$ cat src/rtl/cpu_pkg.sv
// Shared types and instruction-field positions for the Hack-style control stage.
package cpu_pkg;

    // One-hot so each request output is a single flop bit of the state register.
    typedef enum logic [4:0] {
        FETCH  = 5'b00001,
        DECODE = 5'b00010,
        MEMRD  = 5'b00100,
        EXEC   = 5'b01000,
        MEMWR  = 5'b10000
    } state_t;

    localparam int IR_TYPE = 15;
    localparam int A_BIT   = 12;
    localparam int C_MSB   = 11;
    localparam int C_LSB   = 6;
    localparam int D_MSB   = 5;
    localparam int D_LSB   = 3;
    localparam int J_MSB   = 2;
    localparam int J_LSB   = 0;

    localparam int DEST_M = 0;
    localparam int DEST_D = 1;
    localparam int DEST_A = 2;

    localparam int JMP_GT = 0;
    localparam int JMP_EQ = 1;
    localparam int JMP_LT = 2;

endpackage

$ cat src/rtl/cpu_jump_eval.sv
// Combinational jump resolution from the j field and the ALU status flags.
module cpu_jump_eval
    import cpu_pkg::*;
(
    input  logic [2:0] j,
    input  logic       zr,
    input  logic       ng,
    output logic       taken
);

    assign taken = (j[JMP_LT] & ng) | (j[JMP_EQ] & zr) | (j[JMP_GT] & ~zr & ~ng);

endmodule

$ cat src/rtl/cpu_control.sv
// Multi-cycle fetch/decode/execute/writeback control around an external Hack ALU.
// Optional retired-instruction counter enabled by defining CPU_CONTROL_PERF_CNT_EN.
module cpu_control
    import cpu_pkg::*;
(
    input  logic        clk,
    input  logic        rst_n,
    output logic        instr_req,
    output logic [14:0] instr_addr,
    input  logic        instr_valid,
    input  logic [15:0] instr_data,
    output logic        mem_rd,
    output logic        mem_we,
    output logic [14:0] mem_addr,
    output logic [15:0] mem_wdata,
    input  logic        mem_rvalid,
    input  logic [15:0] mem_rdata,
    input  logic        mem_wack,
    output logic [15:0] alu_x,
    output logic [15:0] alu_y,
    output logic        alu_zx,
    output logic        alu_nx,
    output logic        alu_zy,
    output logic        alu_ny,
    output logic        alu_f,
    output logic        alu_no,
    input  logic [15:0] alu_out,
    input  logic        alu_zr,
    input  logic        alu_ng,
    output logic [14:0] pc
`ifdef CPU_CONTROL_PERF_CNT_EN
    ,
    output logic [31:0] retired
`endif
);

    state_t      state;
    logic [15:0] ir;
    logic [15:0] a_reg;
    logic [15:0] d_reg;
    logic [15:0] mdr;
    logic [15:0] wdata;
    logic [14:0] waddr;
    logic [14:0] pc_pend;

    logic        is_c;
    logic        a_sel;
    logic [2:0]  dest;
    logic        taken;
    logic [14:0] pc_inc;
    logic [14:0] pc_exec;

    assign is_c    = ir[IR_TYPE];
    assign a_sel   = ir[A_BIT];
    assign dest    = ir[D_MSB:D_LSB];
    assign pc_inc  = pc + 15'd1;
    assign pc_exec = taken ? a_reg[14:0] : pc_inc;

    cpu_jump_eval u_jump (
        .j     (ir[J_MSB:J_LSB]),
        .zr    (alu_zr),
        .ng    (alu_ng),
        .taken (taken)
    );

    assign instr_req  = (state == FETCH);
    assign instr_addr = pc;
    assign mem_rd     = (state == MEMRD);
    assign mem_we     = (state == MEMWR);
    assign mem_addr   = (state == MEMRD) ? a_reg[14:0] :
                        (state == MEMWR) ? waddr : 15'd0;
    assign mem_wdata  = (state == MEMWR) ? wdata : 16'd0;

    // A-instructions carry data in bit 12, so the M operand applies to C-instructions only.
    assign alu_x = d_reg;
    assign alu_y = (is_c & a_sel) ? mdr : a_reg;
    assign {alu_zx, alu_nx, alu_zy, alu_ny, alu_f, alu_no} = ir[C_MSB:C_LSB];

    always_ff @(posedge clk or negedge rst_n) begin
        if (!rst_n) begin
            state   <= FETCH;
            pc      <= '0;
            a_reg   <= '0;
            d_reg   <= '0;
            ir      <= '0;
            mdr     <= '0;
            wdata   <= '0;
            waddr   <= '0;
            pc_pend <= '0;
        end else begin
            case (state)
                FETCH: begin
                    if (instr_valid) begin
                        ir    <= instr_data;
                        state <= DECODE;
                    end
                end
                DECODE: begin
                    if (!is_c) begin
                        a_reg <= {1'b0, ir[14:0]};
                        pc    <= pc_inc;
                        state <= FETCH;
                    end else if (a_sel) begin
                        state <= MEMRD;
                    end else begin
                        state <= EXEC;
                    end
                end
                MEMRD: begin
                    if (mem_rvalid) begin
                        mdr   <= mem_rdata;
                        state <= EXEC;
                    end
                end
                EXEC: begin
                    if (dest[DEST_D]) d_reg <= alu_out;
                    if (dest[DEST_A]) a_reg <= alu_out;
                    // Address and jump target both use A as it was before this write.
                    wdata   <= alu_out;
                    waddr   <= a_reg[14:0];
                    pc_pend <= pc_exec;
                    if (dest[DEST_M]) begin
                        state <= MEMWR;
                    end else begin
                        pc    <= pc_exec;
                        state <= FETCH;
                    end
                end
                MEMWR: begin
                    if (mem_wack) begin
                        pc    <= pc_pend;
                        state <= FETCH;
                    end
                end
                default: state <= FETCH;
            endcase
        end
    end

`ifdef CPU_CONTROL_PERF_CNT_EN
    logic retire;

    assign retire = ((state == DECODE) && !is_c) ||
                    ((state == EXEC) && !dest[DEST_M]) ||
                    ((state == MEMWR) && mem_wack);

    always_ff @(posedge clk or negedge rst_n) begin
        if (!rst_n) begin
            retired <= '0;
        end else if (retire) begin
            retired <= retired + 32'd1;
        end
    end
`endif

endmodule

$ cat config.mk
export PLATFORM = sky130hd
export DESIGN_NAME = cpu_control
export DESIGN_NICKNAME = d
export VERILOG_FILES = /design/src/rtl/cpu_pkg.sv /design/src/rtl/cpu_jump_eval.sv /design/src/rtl/cpu_control.sv
export SDC_FILE = /design/constraint.sdc
export NUM_CORES = 1
export LEC_CHECK = 0
export BUFFER_PORTS_ARGS = -buffer_cell sky130_fd_sc_hd__buf_4
export CAP_MARGIN = 20
export CORE_ASPECT_RATIO = 0.8
export CORE_MARGIN = 3
export CORE_UTILIZATION = 31
export DETAILED_ROUTE_END_ITERATION = 12
export GPL_TIMING_DRIVEN = 0
export PLACE_DENSITY = 0.61
export SLEW_MARGIN = 20
export SYNTH_ARGS = -nofsm -noshare
export SYNTH_HDL_FRONTEND = slang
export SYNTH_SLANG_ARGS = --single-unit
$ cat constraint.sdc
create_clock -name clk -period 1.95 [get_ports clk]
set_input_delay 0.0975 -clock clk [delete_from_list [all_inputs] [get_ports clk]]
set_output_delay 0.0975 -clock clk [all_outputs]
set_load 0.1 [all_outputs]
==> flow_metrics.env, run 1 <==
export IMPL_status="finished with violations"
export IMPL_violations="setup timing"
export IMPL_max_freq_ghz=0.512
export IMPL_p_sw_uw=9300
export IMPL_pwr_share_comb_pct=53.3
export IMPL_drc=0
export IMPL_ys_async_sr_fraction_pct=100
export IMPL_seqPwrFrac_pct=28.4
export IMPL_p_leak_uw=0.00460
export IMPL_path_class="reg -> out"
export IMPL_cts_root_buf="clkbuf_16"
export IMPL_synth_distinct_cells=57
export IMPL_ys_seq_area_share_pct=51.9
export IMPL_grt_usage_pct=18.8
export IMPL_die_h_um=133
export IMPL_fin_skew_ns=0.00674
export IMPL_io_buffer_count=155
export IMPL_die_area_mm2=0.0220
export IMPL_grt_pass1_wl_um=31600
export IMPL_setup_tns_ns=-0.00645
export IMPL_synth_nets=677
export IMPL_rows=45
export IMPL_cts_tree="done"
export IMPL_maxSlewViolCount=0
export IMPL_netSwitchingFraction_pct=51.8
export IMPL_drive_above_1_share_pct=46.6
export IMPL_setup_ws_ns=-0.00171
export IMPL_fillCellCount=1731
export IMPL_fin_cells=1136
export IMPL_crit_arrival_ns=1.85
export IMPL_slew_headroom_pct=58.1
export IMPL_power_frac_clock_pct=18.3
export IMPL_h_tree_depth=4
export IMPL_crit_path_end_kind="output port"
export IMPL_synth_edff_count=0
export IMPL_drtIter0Drc=352
export IMPL_rsz0062_at_grt="true"
export IMPL_crit_path_start="state[0]$_DFFE_PN1P_"
export IMPL_syn_to_final_growth_pct=59.5
export IMPL_path_max_fanout=6
export IMPL_diodes=0
export IMPL_grt_start_max_net_pins=86
export IMPL_hpwl_um=14200
export IMPL_dpl_cell_count=1035
export IMPL_syn_inst=621
export IMPL_critPathMaxStageDelay_ns=0.58
export IMPL_place_congestion=0.820
export IMPL_r2r_start="state[0]$_DFFE_PN1P_"
export IMPL_routed_wl_um=20800
export IMPL_period_share_pct=100
export IMPL_intPower_uw=8640
export IMPL_worstSetupStartpointType="flop"
export IMPL_wl_per_cell_um=18.3
export IMPL_numClockSinks=130
export IMPL_hold_ws_ns=0.149
export IMPL_ios=157
export IMPL_clkTransAtPathRegs_ns=0.06
export IMPL_netlist_area_mm2=0.00627
export IMPL_antenna_found_initial=0
export IMPL_powerDensity_mw_per_mm2=1790
export IMPL_tightest_slew_ns=0.629
export IMPL_synth_avg_cell_area_um2=10.1
export IMPL_cap_violations=0
export IMPL_min_period_ns=1.95
export IMPL_synthFlopType="dfrtp_1"
export IMPL_clk_path_buf_depth=2
export IMPL_final_antenna_net_count=0
export IMPL_finalHoldViolCount=0
export IMPL_setup_violations=6
export IMPL_vias=5601
export IMPL_die_w_um=165
export IMPL_vdd_drop_max_mv=1.57
export IMPL_nNetsFinal=923
export IMPL_worst_path_max_delay_cell="dfstp_2"
export IMPL_crit_chain="nor2_2 > nand3_2 > clkinv_4 > clkbuf_16 > a22o_2 > buf_12"
export IMPL_numCtsBuffers=17
export IMPL_start_util_pct=32.3
export IMPL_final_util_pct=51.5
export IMPL_ys_ff_latch=130
export IMPL_cp_required_ns=1.85
export IMPL_viasPerCell=4.93
export IMPL_hold_path_class="in -> async"
export IMPL_clk_latency_ns=0.43
export IMPL_yosys_warnings=0
export IMPL_overflow=0
export IMPL_grt_pass1_vias=5476
export IMPL_drtPass1Iterations=5
export IMPL_coreArea_mm2=0.0194
export IMPL_finalPower_uw=17900
## cell usage after synthesis (3+ instances only)
cell      count  area share [%]
buf_1         7            0.42
mux2i_1       3            0.48
dfrtp_1     129              51
nor3_1        3            0.24
o21ai_0      27             2.2
nand2_1     141             8.4
a22o_1       16             2.2
a31oi_1      16             1.6
xor2_1        4            0.56
a21oi_1      10            0.80
mux2_2       64              11
xnor2_1       9             1.3
buf_2        13             1.0
inv_1         8            0.48
a221oi_1      3            0.42
nor4_1        4            0.40
clkbuf_1     13            0.78
nand3_1       9            0.72
nor2_1       46             2.8
a21o_1        8            0.96
nand4_1       3            0.30
buf_4        15             1.8
nor3b_1       6            0.72
a211oi_1      4            0.48
o22ai_1       4            0.40
and2_1       16             1.6
nor2b_1       4            0.40
## through the flow
step                      setup slack [ns]  instance area, um2
final                             -0.00171               10000
after global routing               -0.0768               10000
after CTS                          -0.0184                9660
after detailed placement            -0.541                7930
after global placement              -0.552                7890
after floorplan                     -0.176                6410
## area by class of cell
class	count	area [um2]	share of cell area [%]
inverter	9	46.3	0.463
multi-input combinational	432	3020	30.3
buffer	50	452	4.52
tap	258	323	3.23
sequential	130	3300	33.0
clock buffer	20	457	4.57
timing repair buffer	227	2260	22.6
clock inverter	10	135	1.35
## kinds of logic (layout without fill, tap and decap cells)
| group | after synthesis | in the layout | share of synthesized area (%) |
|---|---|---|---|
| compound gates | 110 | 110 | 12.3 |
| xor+xnor | 13 | 13 | 1.82 |
| fa+ha+maj | 1 | 1 | 0.200 |
| buf+inv | 59 | 316 | 4.83 |
| flops | 130 | 130 | 51.9 |
| mux | 67 | 67 | 12.0 |
| simple gates | 241 | 241 | 16.9 |
## routing by layer
layer,up-vias,share of wire [%],track usage (%)
met3,16,6.7,5.19
met1,2780,48,27.6
met5,-,0,0
met4,0,1.0,4.70
met2,173,45,27.3
li1,2632,-,-
## cells in the final DEF, fill, tap and decap left out, types with 8 or more instances in the layout
cell type	count
buf_6	11
mux2_2	64
dfrtp_4	8
a21oi_1	10
dfrtp_1	111
buf_12	31
a31oi_1	16
a21o_1	8
nor2_1	41
and2_4	16
clkbuf_16	20
buf_4	160
dfrtp_2	10
dlygate4sd3_1	50
a22o_2	8
nand2_1	136
o21ai_0	19
xnor2_1	8
## power by group through the flow
stage / clock, uW / sequential, uW / combinational, uW
floorplan: 0 / 6820 / 5340
global placement: 0 / 5000 / 9000
detailed placement: 0 / 5030 / 9070
CTS: 3320 / 5040 / 9370
global route: 3450 / 5240 / 9980
finish: 3290 / 5100 / 9550
## path summary, 6_finish.rpt
kind | to | slack [ns] | depth (start not counted)
worst max register to register | mdr[13]$_DFFE_PN0P_ | 0.04 | 6
worst min register to register | wdata[8]$_DFFE_PN0P_ | 0.47 | 2
max in group asynchronous | instr_addr[3]$_DFFE_PN0P_ | 1.03 | 3
min in group clk | state[3]$_DFFE_PN0P_ | 0.15 | 3
worst max-delay path | mem_addr[5] | -0.002 | 6
worst min-delay path | pc_pend[7]$_DFFE_PN0P_ | 0.15 | 2
## critical path, delay by kind of cell, from the launching register on
kind	cells	cell delay [ns]
buf+inv	3	0.45
simple gates	2	0.17
compound gates	1	0.23
flops	1	0.58
## repair_timing
| action | in CTS | in global routing |
|---|---|---|
| hold endpoints to repair | 129 | 0 |
| pin swaps | 2 | 9 |
| resized for setup | 150 | 74 |
| buffers inserted | 7 | 12 |
| cloned | 1 | 1 |
| setup endpoints to repair | 150 | 128 |
| hold buffers | 50 | 0 |
Note: power is estimated with default switching activity, not from simulation.
==> inputs of run 2 (changes only) <==
--- a/config.mk
+++ b/config.mk
@@ -7,7 +7,6 @@
 export LEC_CHECK = 0
 export BUFFER_PORTS_ARGS = -buffer_cell sky130_fd_sc_hd__buf_4
 export CAP_MARGIN = 20
-export CORE_ASPECT_RATIO = 0.8
 export CORE_MARGIN = 3
 export CORE_UTILIZATION = 31
 export DETAILED_ROUTE_END_ITERATION = 12
==> run 2 against run 1 <==
Compared with the run above:
- critical path depth is the same
- first-iteration DRC count shrank 0.57%
- the flow now finishes without violations
- combinational power grew 0.7%
- critical endpoint is now mem_addr[1]
- largest cell class unchanged
- total power grew 0.53%
==> flow_metrics.env, run 2 (synthesis gave the netlist of run 1 again) <==
export IMPL_finalPower_uw=18000
export IMPL_final_common_cell="buf_4"
export IMPL_dpl_cell_count=1042
export IMPL_cts_tree="done"
export IMPL_crit_arrival_ns=1.85
export IMPL_busiest_layer="met2"
export IMPL_h_tree_depth=4
export IMPL_worst_path_max_delay_cell="dfstp_2"
export IMPL_clkTransAtPathRegs_ns=0.06
export IMPL_cts_root_buf="clkbuf_16"
export IMPL_routed_wl_um=20200
export IMPL_rsz0062_at_grt="true"
export IMPL_maxSlewViolCount=0
export IMPL_viasPerCell=4.91
export IMPL_clk_path_buf_depth=2
export IMPL_die_w_um=148
export IMPL_cap_violations=0
export IMPL_fin_skew_ns=0.00773
export IMPL_final_antenna_net_count=0
export IMPL_start_util_pct=31.9
export IMPL_wl_per_cell_um=17.5
export IMPL_use_met2_pct=29.4
export IMPL_grt_usage_pct=18.1
export IMPL_hold_path_class="in -> reg"
export IMPL_seqPwrFrac_pct=28.4
export IMPL_hpwl_um=13900
export IMPL_fin_cells=1153
export IMPL_grt_pass1_wl_um=31000
export IMPL_ios=157
export IMPL_netSwitchingFraction_pct=51.7
export IMPL_finalHoldViolCount=0
export IMPL_path_max_fanout=10
export IMPL_drive_above_1_share_pct=47.5
export IMPL_cp_required_ns=1.85
export IMPL_crit_top_cell="buf_12"
export IMPL_grt_start_max_net_pins=84
export IMPL_vdd_drop_max_mv=1.03
export IMPL_diodes=0
export IMPL_period_share_pct=99.7
export IMPL_numCtsBuffers=17
export IMPL_grt_pass1_vias=5547
export IMPL_drtPass1Iterations=5
export IMPL_overflow=0
export IMPL_worstSetupStartpointType="flop"
export IMPL_numClockSinks=130
export IMPL_die_h_um=148
export IMPL_fin_area_mm2=0.0102
export IMPL_use_met3_pct=5.36
export IMPL_crit_buf_inv=3
export IMPL_antenna_found_initial=0
export IMPL_crit_chain="nor2_4 > nand3_4 > inv_8 > buf_12 > a22o_4 > buf_12"
export IMPL_fillCellCount=1738
export IMPL_max_freq_ghz=0.515
export IMPL_final_cell_mix="buf_4, nand2_1, dfrtp_1"
export IMPL_path_class="reg -> out"
export IMPL_pwr_share_comb_pct=53.3
export IMPL_met1_usage_pct=23.8
export IMPL_nNetsFinal=931
export IMPL_syn_to_final_growth_pct=62.2
export IMPL_drc=0
export IMPL_p_sw_uw=9320
export IMPL_place_area_mm2=0.00794
export IMPL_vias=5658
export IMPL_critPathMaxStageDelay_ns=0.58
export IMPL_status="complete, no violations"
export IMPL_coreArea_mm2=0.0197
export IMPL_slew_headroom_pct=61.8
export IMPL_power_frac_clock_pct=18.3
export IMPL_place_congestion=0.824
export IMPL_tightest_slew_ns=0.574
export IMPL_rows=51
export IMPL_drtIter0Drc=350
export IMPL_intPower_uw=8710
export IMPL_p_leak_uw=0.00468
export IMPL_io_buffer_count=155
export IMPL_place_ws_ns=-0.407
export IMPL_powerDensity_mw_per_mm2=1770
export IMPL_setup_ws_ns=0.00644
export IMPL_min_period_ns=1.94
export IMPL_clk_latency_ns=0.42
export IMPL_crit_path_end_kind="output port"
export IMPL_setup_violations=0
export IMPL_die_area_mm2=0.0220
export IMPL_cpLargestDelayFamily="flip-flops"
export IMPL_setup_tns_ns=0
run 2: cell types whose count changed in the layout (fill, tap and decap cells not counted), moves of 3 or more:
cell      before  now
a22o_2         8    0
a22o_4         7   15
buf_4        160  167
clkbuf_4       3    7
clkinv_2       4    0
buf_12        31   34
buf_6         11    8
inv_6          0    3
run 2: cell type report:
cell class,count,area (um2),area share (%)
Clock inverter,9,119,1.17
Sequential cell,130,3300,32.4
Multi-Input combinational cell,432,3120,30.6
Inverter,9,48.8,0.480
Timing Repair Buffer,236,2350,23.1
Tap cell,265,332,3.26
Clock buffer,23,498,4.90
Buffer,49,409,4.02
run 2: power by group through the flow:
| stage | combinational [uW] | sequential (uW) | clock [uW] |
|---|---|---|---|
| 2_1_floorplan | 5340 | 6820 | 0 |
| 3_3_place_gp | 8980 | 5020 | 0 |
| 3_5_place_dp | 9040 | 5050 | 0 |
| 4_1_cts | 9310 | 5070 | 3370 |
| 5_1_grt | 10100 | 5260 | 3480 |
| 6_report | 9620 | 5120 | 3300 |
run 2: metrics by stage:
stage          util [%]  hold WS [ns]
6_report           51.7         0.137
5_1_grt            51.7         0.146
4_1_cts            49.0         0.115
3_5_place_dp       40.4        0.0239
3_3_place_gp       40.2         0.331
2_1_floorplan         -        -0.198
run 2: worst paths after layout:
check	endpoint	from	cells past startpoint	slack, ns
worst max-delay path	mem_addr[1]	state[0]$_DFFE_PN1P_	6	0.006
worst min-delay path	state[3]$_DFFE_PN0P_	instr_valid	3	0.14
worst max register to register	a_reg[12]$_DFFE_PN0P_	state[2]$_DFFE_PN0P_	7	0.06
worst min register to register	wdata[4]$_DFFE_PN0P_	wdata[4]$_DFFE_PN0P_	2	0.48
max in group asynchronous	instr_addr[11]$_DFFE_PN0P_	rst_n	3	1.04
min in group asynchronous	pc_pend[7]$_DFFE_PN0P_	rst_n	2	0.16
run 2: per-layer routing:
metal | part of all wire, % | wire (um) | up-vias
met1 | 43 | 8730 | 2801
li1 | - | - | 2659
met5 | 0 | 0 | -
met3 | 6.6 | 1340 | 22
met2 | 49 | 9810 | 176
met4 | 1.5 | 297 | 0
run 2: timing repair:
item	in CTS	in global routing
cloned	0	1
hold buffers	50	0
setup buffers	9	20
resized for setup	139	89
pin swaps	3	17
hold endpoints to repair	131	0
setup endpoints to repair	152	79
run 2: tightest hold or removal path, stage by stage:
cell	delay (ns)
buf_4	0.12
o22ai_1	0.21
nor4_1	0.09
